--- src/rtl/pipeline_pkg.sv ---
// Shared types for the instruction-fetch front end.
package pipeline_pkg;

    localparam int unsigned XLEN = 32;

    typedef enum logic [1:0] {
        IDLE  = 2'd0,
        FETCH = 2'd1,
        FAULT = 2'd2
    } fetch_state_t;

    typedef struct packed {
        logic [XLEN-1:0] pc;
        logic [XLEN-1:0] instr;
    } fetch_entry_t;

    // 32-bit add that sticks at all-ones instead of wrapping
    function automatic logic [31:0] sat_add32(input logic [31:0] a, input logic [31:0] b);
        logic [32:0] s;
        s = {1'b0, a} + {1'b0, b};
        return s[32] ? 32'hFFFF_FFFF : s[31:0];
    endfunction

endpackage

--- src/rtl/fetch_fifo.sv ---
// Circular buffer of fetched {pc,instr} pairs with push, pop, flush and occupancy count.
module fetch_fifo #(
    parameter int unsigned WIDTH = 64,
    parameter int unsigned DEPTH = 4
) (
    input  logic                   clk,
    input  logic                   reset,
    input  logic                   push_i,
    input  logic [WIDTH-1:0]       push_data_i,
    input  logic                   pop_i,
    input  logic                   flush_i,
    output logic [WIDTH-1:0]       head_data_o,
    output logic                   empty_o,
    output logic [$clog2(DEPTH):0] count_o
);

    localparam int unsigned AW = $clog2(DEPTH);
    localparam int unsigned CW = AW + 1;

    logic [WIDTH-1:0] mem_q [DEPTH];
    logic [AW-1:0]    rd_ptr_q;
    logic [AW-1:0]    wr_ptr_q;
    logic [CW-1:0]    count_q;
    logic             pop_ok;

    assign pop_ok      = pop_i && (count_q != '0);
    assign head_data_o = mem_q[rd_ptr_q];
    assign empty_o     = (count_q == '0);
    assign count_o     = count_q;

    // Pointer and count update; flush empties the buffer and drops same-edge push/pop
    always_ff @(posedge clk) begin
        if (!reset) begin
            rd_ptr_q <= '0;
            wr_ptr_q <= '0;
            count_q  <= '0;
        end else if (flush_i) begin
            rd_ptr_q <= '0;
            wr_ptr_q <= '0;
            count_q  <= '0;
        end else begin
            if (push_i) wr_ptr_q <= wr_ptr_q + AW'(1);
            if (pop_ok) rd_ptr_q <= rd_ptr_q + AW'(1);
            case ({push_i, pop_ok})
                2'b10:   count_q <= count_q + CW'(1);
                2'b01:   count_q <= count_q - CW'(1);
                default: count_q <= count_q;
            endcase
        end
    end

    // Entry storage, no reset needed since count gates visibility
    always_ff @(posedge clk) begin
        if (reset && !flush_i && push_i) mem_q[wr_ptr_q] <= push_data_i;
    end

endmodule

--- src/rtl/pipeline_fetch_buffer.sv ---
// Instruction-fetch front end: PC, imem request, response buffering, decode handshake.
// Optional FETCH_PERF_EN adds perf_fetched / perf_flushed saturating counters.
module pipeline_fetch_buffer
    import pipeline_pkg::*;
#(
    parameter int unsigned XLEN    = pipeline_pkg::XLEN,
    parameter int unsigned DEPTH   = 4,
    parameter int unsigned PC_STEP = 4
) (
    input  logic                   clk,
    input  logic                   reset,
    input  logic [XLEN-1:0]        initial_address,
    input  logic                   tr,
    output logic                   imem_req,
    output logic [XLEN-1:0]        imem_addr,
    input  logic [XLEN-1:0]        imem_rdata,
    input  logic                   redirect_valid,
    input  logic [XLEN-1:0]        redirect_pc,
    output logic                   dec_valid,
    input  logic                   dec_ready,
    output logic [XLEN-1:0]        dec_pc,
    output logic [XLEN-1:0]        dec_instr,
    output logic [$clog2(DEPTH):0] occupancy,
    output logic                   fetch_fault
`ifdef FETCH_PERF_EN
    ,
    output logic [31:0]            perf_fetched,
    output logic [31:0]            perf_flushed
`endif
);

    localparam int unsigned CW = $clog2(DEPTH) + 1;

    fetch_state_t    state_q, state_d;
    logic [XLEN-1:0] pc_q, pc_d;
    logic [XLEN-1:0] req_pc_q, req_pc_d;
    logic            inflight_q, inflight_d;

    logic [CW-1:0]     count;
    logic [CW-1:0]     level;
    logic [2*XLEN-1:0] head;
    logic              empty;
    logic              push;
    logic              pop;

    assign level     = count + CW'(inflight_q);
    assign imem_req  = (state_q == FETCH) && (level < CW'(DEPTH)) && !redirect_valid;
    assign imem_addr = pc_q;
    assign push      = inflight_q && !redirect_valid;
    assign pop       = dec_valid && dec_ready && !redirect_valid;

    assign dec_valid   = !empty;
    assign dec_pc      = head[2*XLEN-1:XLEN];
    assign dec_instr   = head[XLEN-1:0];
    assign occupancy   = count;
    assign fetch_fault = (state_q == FAULT);

    fetch_fifo #(
        .WIDTH (2 * XLEN),
        .DEPTH (DEPTH)
    ) u_fifo (
        .clk         (clk),
        .reset       (reset),
        .push_i      (push),
        .push_data_i ({req_pc_q, imem_rdata}),
        .pop_i       (pop),
        .flush_i     (redirect_valid),
        .head_data_o (head),
        .empty_o     (empty),
        .count_o     (count)
    );

    // State, PC and in-flight tracking registers
    always_ff @(posedge clk) begin
        if (!reset) begin
            state_q    <= IDLE;
            pc_q       <= initial_address;
            req_pc_q   <= '0;
            inflight_q <= 1'b0;
        end else begin
            state_q    <= state_d;
            pc_q       <= pc_d;
            req_pc_q   <= req_pc_d;
            inflight_q <= inflight_d;
        end
    end

    // Next-state: redirect reloads PC and kills the in-flight response; otherwise run/stop
    always_comb begin
        state_d    = state_q;
        pc_d       = pc_q;
        req_pc_d   = req_pc_q;
        inflight_d = inflight_q;
        if (redirect_valid) begin
            pc_d       = redirect_pc;
            inflight_d = 1'b0;
            if (redirect_pc[1:0] != 2'b00) state_d = FAULT;
            else                           state_d = tr ? FETCH : IDLE;
        end else begin
            case (state_q)
                IDLE:    if (tr)  state_d = FETCH;
                FETCH:   if (!tr) state_d = IDLE;
                default: state_d = state_q;
            endcase
            inflight_d = imem_req;
            if (imem_req) begin
                req_pc_d = pc_q;
                pc_d     = pc_q + XLEN'(PC_STEP);
            end
        end
    end

`ifdef FETCH_PERF_EN
    // Pushed-entry and redirect-discard counters
    always_ff @(posedge clk) begin
        if (!reset) begin
            perf_fetched <= '0;
            perf_flushed <= '0;
        end else begin
            if (push) perf_fetched <= sat_add32(perf_fetched, 32'd1);
            if (redirect_valid)
                perf_flushed <= sat_add32(perf_flushed, 32'(count) + 32'(inflight_q));
        end
    end
`endif

endmodule

--- config.mk ---
export PLATFORM = sky130hd
export DESIGN_NAME = pipeline_fetch_buffer
export DESIGN_NICKNAME = d
export VERILOG_FILES = /design/src/rtl/pipeline_pkg.sv /design/src/rtl/fetch_fifo.sv /design/src/rtl/pipeline_fetch_buffer.sv
export SDC_FILE = /design/constraint.sdc
export NUM_CORES = 1
export LEC_CHECK = 0
export CAP_MARGIN = 10
export CORE_MARGIN = 2
export CORE_UTILIZATION = 42
export CTS_BUF_LIST = sky130_fd_sc_hd__clkbuf_4 sky130_fd_sc_hd__clkbuf_8
export CTS_CLUSTER_DIAMETER = 30
export DETAILED_ROUTE_END_ITERATION = 10
export PLACE_DENSITY = 0.64
export SYNTH_ARGS = -nofsm -noshare
export SYNTH_HDL_FRONTEND = slang
export SYNTH_HIERARCHICAL = 1
export SYNTH_SLANG_ARGS = --single-unit
--- constraint.sdc ---
create_clock -name clk -period 3.4 [get_ports clk]
set_clock_uncertainty 0.1 [all_clocks]
set_input_delay 0.34 -clock clk [delete_from_list [all_inputs] [get_ports clk]]
set_output_delay 0.34 -clock clk [all_outputs]
set_load 0.02 [all_outputs]
==> impl_metrics.csv, run 1 <==
group,metric,value,unit
status,status,"completed",
pwr,p_per_area,563.2,nW/um^2
final_layout,layout_common_cells,"edfxtp_1, clkdlybuf4s50_1, clkbuf_8, o21ai_0, mux4_2",
placement,place_ws,0.6124,ns
timing,min_period_over_period,90.46,%
floorplan,ios,203,
pwr,power_frac_comb,4.7,%
worst_hold_path,min-delay-start,"reset",
final_layout,final_common_cell,"edfxtp_1",
routing,drtIter0Drc,402,
final_layout,nets,1148,
cts,clock_sinks,332,
cts,cts_resized,0,
routing,vias,7649,
routing,vias_per_cell,5.096,
timing,tightest_slew,0.7729,ns
floorplan,rows,65,
placement,hpwl,18530,um
cts,root_buffer,"clkbuf_8",
timing,final_hold_viol_count,0,
worst_hold_path,holdPathEnd,"state_q[1]",
final_layout,drive_gt1_share,20.75,%
yosys,synth.distinct_cells,46,
yosys,yosysSeqAreaShare,71.89,%
pwr,clkPwrFrac,48.8,%
routing,dr.pass1.iters,5,
worst_hold_path,worstHoldPathCells,2,
floorplan,die_area,33000,um^2
yosys,avgSynthCellArea,16.95,um^2
floorplan,die_height,181.7,um
yosys,netlist_instances,782,
cts,cts_buffers,73,
job,maxCapViolations,0,
timing,finalSetupViolations,0,
worst_setup_path,r2r_end,"u_fifo/count_o[2]",
global_route,overflow,0,
routing,routedWlPerCell,18.84,um
timing,layout_setup_ws,0.3242,ns
pwr,leakage,6.012,nW
worst_setup_path,path_cells,"buf_4, mux4_1, clkdlybuf4s50_1",
cts,cts_hold_repair.buffers,0,
floorplan,start_util,42.33,%
pwr,seq_power_share,46.5,%
timing,tns,0,ns
global_route,grt_util_all_layers,17.50,%
worst_setup_path,critical_path_class,"flop to output port",
cts,clk_latency,0.58,ns
timing,max_freq,0.3251,GHz
worst_setup_path,cp-end-kind,"output port",
worst_setup_path,arrival,2.64,ns
cts,cts.reportedPaths.clkPinSlew,0.05,ns
pwr,swShare,21.23,%
worst_setup_path,r2r_cells,10,
worst_setup_path,start_kind,"flop",
routing,wl,28280,um
pwr,power.switching,2.092,mW
global_route,grt_antenna_before_repair,2,
worst_setup_path,r2r_slack,0.91,ns
cts,cts_max_level,3,
worst_setup_path,r2r-start,"u_fifo/count_o[1]",
yosys,synthFlopType,"edfxtp_1",
cts,postCtsSetupBuffers,0,
yosys,async_flop_share,0,%
yosys,netlist_area,13260,um^2
timing,maxSlewHeadroom,48.47,%
yosys,synth_nets,890,
yosys,yosys_warnings,6,
worst_setup_path,cpPeakStageDelay,0.60,ns
worst_hold_path,hp-class,"input pin to flop",
global_route,grt_start_max_net_pins,66,
final_layout,area_delta_synth_final,31.96,%
timing,rsz0062_at_grt,"no",
global_route,grt_pass1_vias,8042,
timing,drv_slew,0,
final_layout,fin_cells,1501,
placement,io_buffers,202,
global_route,grt_pass1_wl,44390,um
yosys,ys_seq_elements,332,
cts,tritoncts,"yes",
timing,layout_min_cycle_time,3.076,ns
routing,drc,0,
pwr,peakVddDrop,0.2636,mV
worst_setup_path,cp_slowest_cell,"dfxtp_4",
pwr,internal-power,7.760,mW
worst_setup_path,critPathMaxFanout,20,
yosys,synth-edff-count,288,
floorplan,core_area,31310,um^2
placement,gp_congestion,0.7752,
worst_setup_path,crit_required,2.96,ns
routing,ant_nets,0,
floorplan,die_w,181.7,um
final_layout,diodes,0,
cts,clockBufferDepth,3,
placement,dp.cells,1367,
## metal layers
| layer | wire, um | GRT usage (%) |
|---|---|---|
| met1 | 12400 | 22.82 |
| met2 | 13320 | 28.06 |
| met3 | 2079 | 5.315 |
| met4 | 471 | 6.016 |
| met5 | 10 | 0 |
## cell usage after synthesis, drive strengths merged, types with 14 or more instances
library cell	instances	area [um^2]
nand3	45	225.2
dfxtp	44	880.8
nor2b	29	181.4
o21ai	64	324.1
nand4	14	108.9
inv	15	56.30
a21oi	27	135.1
xor2	17	148.9
edfxtp	288	8648
clkbuf	24	91.33
nor2	17	63.81
nand2	49	183.9
buf	17	177.7
mux4	64	1456
## power by group through the flow
| stage | sequential [mW] | clock, mW | combinational (mW) |
|---|---|---|---|
| global placement | 4.65 | 0 | 0.467 |
| detailed placement | 4.65 | 0 | 0.469 |
| CTS | 4.58 | 4.94 | 0.473 |
| global route | 4.59 | 5.12 | 0.512 |
| finish | 4.58 | 4.81 | 0.468 |
| floorplan | 4.67 | 0 | 0.155 |
## cells by family (layout without fill, tap and decap cells)
group | after synthesis | after routing | share of synthesized area, %
adders and majority gates | 7 | 7 | 0.7174
xor gates and xnor gates | 29 | 29 | 1.916
AOI/OAI and AO/OA | 98 | 98 | 3.823
buffers and inverters | 57 | 374 | 2.482
and+or+nand+nor | 188 | 188 | 7.608
muxes | 71 | 71 | 11.56
DFF | 332 | 332 | 71.89
## per-stage QoR
stage / utilization, % / power (mW) / hold slack [ns] / instance area [um^2]
final: 55.86 / 9.851 / 0.1374 / 17490
after global placement: 50.55 / 5.121 / 0.3768 / 15830
after detailed placement: 50.55 / 5.123 / 0.3938 / 15830
after floorplan: - / 4.828 / 0.3389 / 13260
after CTS: 55.86 / 9.984 / 0.1074 / 17490
after global routing: 55.86 / 10.22 / 0.1231 / 17490
## worst max path at each step
stage	end	from	slack (ns)	cells past startpoint
final	dec_pc[24]	flop	0.32	3
after detailed placement	u_fifo/mem_q[1][16]	redirect_valid	0.61	5
after global placement	u_fifo/mem_q[1][13]	redirect_valid	0.66	5
after CTS	dec_pc[6]	flop	0.21	3
after global routing	dec_pc[24]	flop	0.14	3
after floorplan	u_fifo/mem_q[0][0]	redirect_valid	0.40	3
## state kept, by name (all words and copies together), names as in the netlist, named ones only
register         cells
u_fifo/rd_ptr_q      2
u_fifo/mem_q       256
req_pc_q            32
inflight_q           1
u_fifo/wr_ptr_q      2
imem_addr           32
state_q              2
u_fifo/count_o       3
## worst max-delay path, delay by kind of cell, from the launching register on
kind / cells / cell delay [ns]
buffers and inverters: 2 / 0.89
flip-flops: 1 / 0.60
multiplexers: 1 / 0.57
## final cells by class
cell class / count / area, um^2
Fill cell: 2450 / 13820
Inverter: 16 / 60.06
Timing Repair Buffer: 224 / 2310
Clock inverter: 38 / 454.2
Clock buffer: 96 / 1209
Sequential cell: 332 / 9537
Tap cell: 402 / 503.0
Multi-Input combinational cell: 393 / 3420
Note: power is estimated with default switching activity, not from simulation.
==> run 2, diff against run 1 <==
--- a/config.mk
+++ b/config.mk
@@ -12,6 +12,7 @@
 export CTS_CLUSTER_DIAMETER = 30
 export DETAILED_ROUTE_END_ITERATION = 10
 export PLACE_DENSITY = 0.64
+export SKIP_LAST_GASP = 1
 export SYNTH_ARGS = -nofsm -noshare
 export SYNTH_HDL_FRONTEND = slang
 export SYNTH_HIERARCHICAL = 1
==> results of run 2 <==
Final layout, timing and power as in run 1 (identical DEF).
==> run 3, diff against run 2 <==
--- a/config.mk
+++ b/config.mk
@@ -5,13 +5,14 @@
 export SDC_FILE = /design/constraint.sdc
 export NUM_CORES = 1
 export LEC_CHECK = 0
+export ABC_AREA = 1
 export CAP_MARGIN = 10
 export CORE_MARGIN = 2
 export CORE_UTILIZATION = 42
 export CTS_BUF_LIST = sky130_fd_sc_hd__clkbuf_4 sky130_fd_sc_hd__clkbuf_8
 export CTS_CLUSTER_DIAMETER = 30
 export DETAILED_ROUTE_END_ITERATION = 10
-export PLACE_DENSITY = 0.64
+export PLACE_DENSITY = 0.63
 export SKIP_LAST_GASP = 1
 export SYNTH_ARGS = -nofsm -noshare
 export SYNTH_HDL_FRONTEND = slang
==> run 3 against run 2 <==
  * Utilization fell by 1.3 points
  * Die area rose by 3.9%
  * Largest cell class unchanged
  * Sequential power barely moved
  * Cell area rose by 1.2%
  * Critical path type unchanged
  * Clock power fell by 11%
  * Synthesized cell count rose by 57%
  * Sequential share of layout area fell by 0.67 points
  * Routed wire length rose by 12%
  * Flip-flop and latch count did not move
==> impl_metrics.csv, run 3 <==
group,metric,value,unit
status,status,"completed",
worst_setup_path,start_kind,"flop",
yosys,netlist_instances,1228,
worst_hold_path,hp-class,"input pin to flop",
cts,clockBufferDepth,3,
pwr,peakVddDrop,0.2773,mV
timing,max_freq,0.3203,GHz
routing,routedWlPerCell,16.18,um
yosys,synth-xor-area-share,0.1271,%
final_layout,diodes,0,
yosys,synth.distinct_cells,33,
cts,tritoncts,"yes",
final_layout,regMostFlops,"u_fifo/mem_q",
placement,hpwl,19440,um
routing,drc,0,
yosys,synth-simple-area-share,15.15,%
worst_setup_path,cpPeakStageDelay,0.67,ns
timing,finalSetupViolations,0,
placement,dp.cells,1827,
global_route,grt_util_all_layers,18.30,%
worst_setup_path,cp_slowest_cell,"clkdlybuf4s50_1",
timing,maxSlewHeadroom,41.80,%
yosys,synth_top_family_by_area,"simple AND/OR/NAND/NOR gates",
floorplan,die_area,34280,um^2
floorplan,die_height,185.2,um
yosys,yosysSeqAreaShare,69.14,%
global_route,grt_pass1_wl,48630,um
yosys,synth-edff-count,288,
global_route,grt_pass1_vias,9529,
final_layout,layout_common_cells,"edfxtp_1, nor2_1, clkdlybuf4s50_1, nand2_1, o21ai_0",
yosys,muxShareOfSynthArea,0,%
global_route,grt_start_max_net_pins,65,
worst_setup_path,crit_required,2.96,ns
global_route,overflow,0,
routing,drtIter0Drc,533,
worst_setup_path,critical_path_class,"flop to output port",
pwr,leakage,6.116,nW
floorplan,ios,203,
worst_setup_path,path_cells,"buf_4, o21ai_0, o22ai_1, clkdlybuf4s50_1",
cts,clock_sinks,332,
routing,vias_per_cell,4.966,
yosys,async_flop_share,0,%
floorplan,die_w,185.2,um
cts,clk_latency,0.57,ns
cts,cts_buffers,69,
final_layout,final_common_cell,"edfxtp_1",
routing,dr.pass1.iters,5,
yosys,yosysTopAreaCell,"edfxtp_1",
floorplan,core_area,32450,um^2
yosys,yosys_warnings,6,
yosys,avgSynthCellArea,11.22,um^2
final_layout,nFillCells,2828,
cts,cts_max_level,3,
yosys,synth_compound_area_share,10.27,%
yosys,synthFlopType,"edfxtp_1",
worst_setup_path,arrival,2.68,ns
cts,cts_hold_repair.buffers,0,
cts,root_buffer,"clkbuf_8",
timing,final_hold_viol_count,0,
placement,gp_congestion,0.8322,
worst_setup_path,cp-end-kind,"output port",
worst_setup_path,critPathMaxFanout,64,
final_layout,area_delta_synth_final,28.45,%
yosys,synth_common_cells,"edfxtp_1, nor2_1, nand2_1",
routing,ant_nets,0,
routing,vias,9693,
cts,cts.reportedPaths.clkPinSlew,0.05,ns
timing,tns,0,ns
floorplan,rows,66,
yosys,synth_top_area_share,62.75,%
timing,layout_min_cycle_time,3.122,ns
floorplan,start_util,42.47,%
yosys,synth-adder-area-share,0.6899,%
job,maxCapViolations,0,
final_layout,largest_reg_flops,256,
final_layout,nets,1565,
yosys,ys_seq_elements,332,
routing,wl,31580,um
global_route,grt_antenna_before_repair,0,
timing,rsz0062_at_grt,"no",
yosys,netlist_area,13780,um^2
timing,tightest_slew,0.8720,ns
yosys,synth_nets,1336,
pwr,p_per_area,530.2,nW/um^2
placement,io_buffers,202,
timing,drv_slew,0,
final_layout,drive_gt1_share,10.99,%
yosys,yosysMostFrequentCell,"edfxtp_1",
timing,min_period_over_period,91.83,%
yosys,synth.top_cells.by_area,"edfxtp_1, nor2_1, dfxtp_1",
final_layout,fin_cells,1952,
## run 3: cell types whose count changed after synthesis, moves of 46 or more
cell,change
mux4_2,-60
o21ai_0,+51
o21ai_1,+55
o22ai_1,+63
nand2_1,+104
inv_1,+46
nor2_1,+227
## run 3: kinds of logic after synthesis
logic type      Yosys count
fa+ha+maj                 7
xor+xnor                  2
compound gates          258
simple gates            499
buf+inv                 130
flops                   332
## run 3: final timing paths
kind,from,endpoint,slack [ns],depth (start not counted)
worst min register to register,req_pc_q[7],u_fifo/mem_q[1][39],0.39,0
worst max register to register,u_fifo/count_o[1],u_fifo/count_o[2],1.16,17
worst max-delay path,flop,dec_pc[13],0.28,4
worst min-delay path,reset,req_pc_q[4],0.20,3
## run 3: final cells by class
type                       instances  area [um^2]  share of cell area (%)
sequential                       332         9534                   53.85
timing repair buffer             222         2246                   12.69
tap                              442        553.0                   3.124
multi-input combinational        766         3646                   20.59
inverter                          66        250.2                   1.413
clock buffer                      83         1074                   6.064
clock inverter                    41        401.6                   2.269
## run 3: repair_timing
item / 4_1_cts / 5_1_grt
setup buffers: 0 / 1
gates resized for setup: 0 / 1
endpoints found under the setup margin: 0 / 18
## run 3: stage by stage
step	power (mW)	setup slack, ns	util [%]	hold WS [ns]	instance area [um^2]
2_1_floorplan	4.868	-0.8212	-	0.3389	13780
3_3_place_gp	5.159	0.7723	49.93	0.3807	16210
3_5_place_dp	5.166	0.7274	49.93	0.3883	16210
4_1_cts	9.504	0.09503	54.48	0.1570	17680
5_1_grt	9.753	0.08402	54.55	0.2366	17700
6_report	9.386	0.2777	54.55	0.1972	17700
## run 3: critical path: cells and delay by family, from the launching register on
family | cells | cell delay (ns)
flip-flops | 1 | 0.33
AO/OA/AOI/OAI | 2 | 0.53
buffers and inverters | 2 | 1.23
## run 3: routing by layer
layer	global-route usage, %	up-vias	part of all wire [%]
li1	-	4807	-
met1	22.92	4523	43
met2	30.08	313	47
met3	5.918	50	8.3
met4	5.968	0	1.8
met5	0	-	0
## run 3: where the power goes
group / switching (mW) / internal [mW]
Sequential: 0.0970 / 4.49
Combinational: 0.252 / 0.246
Clock: 1.77 / 2.53
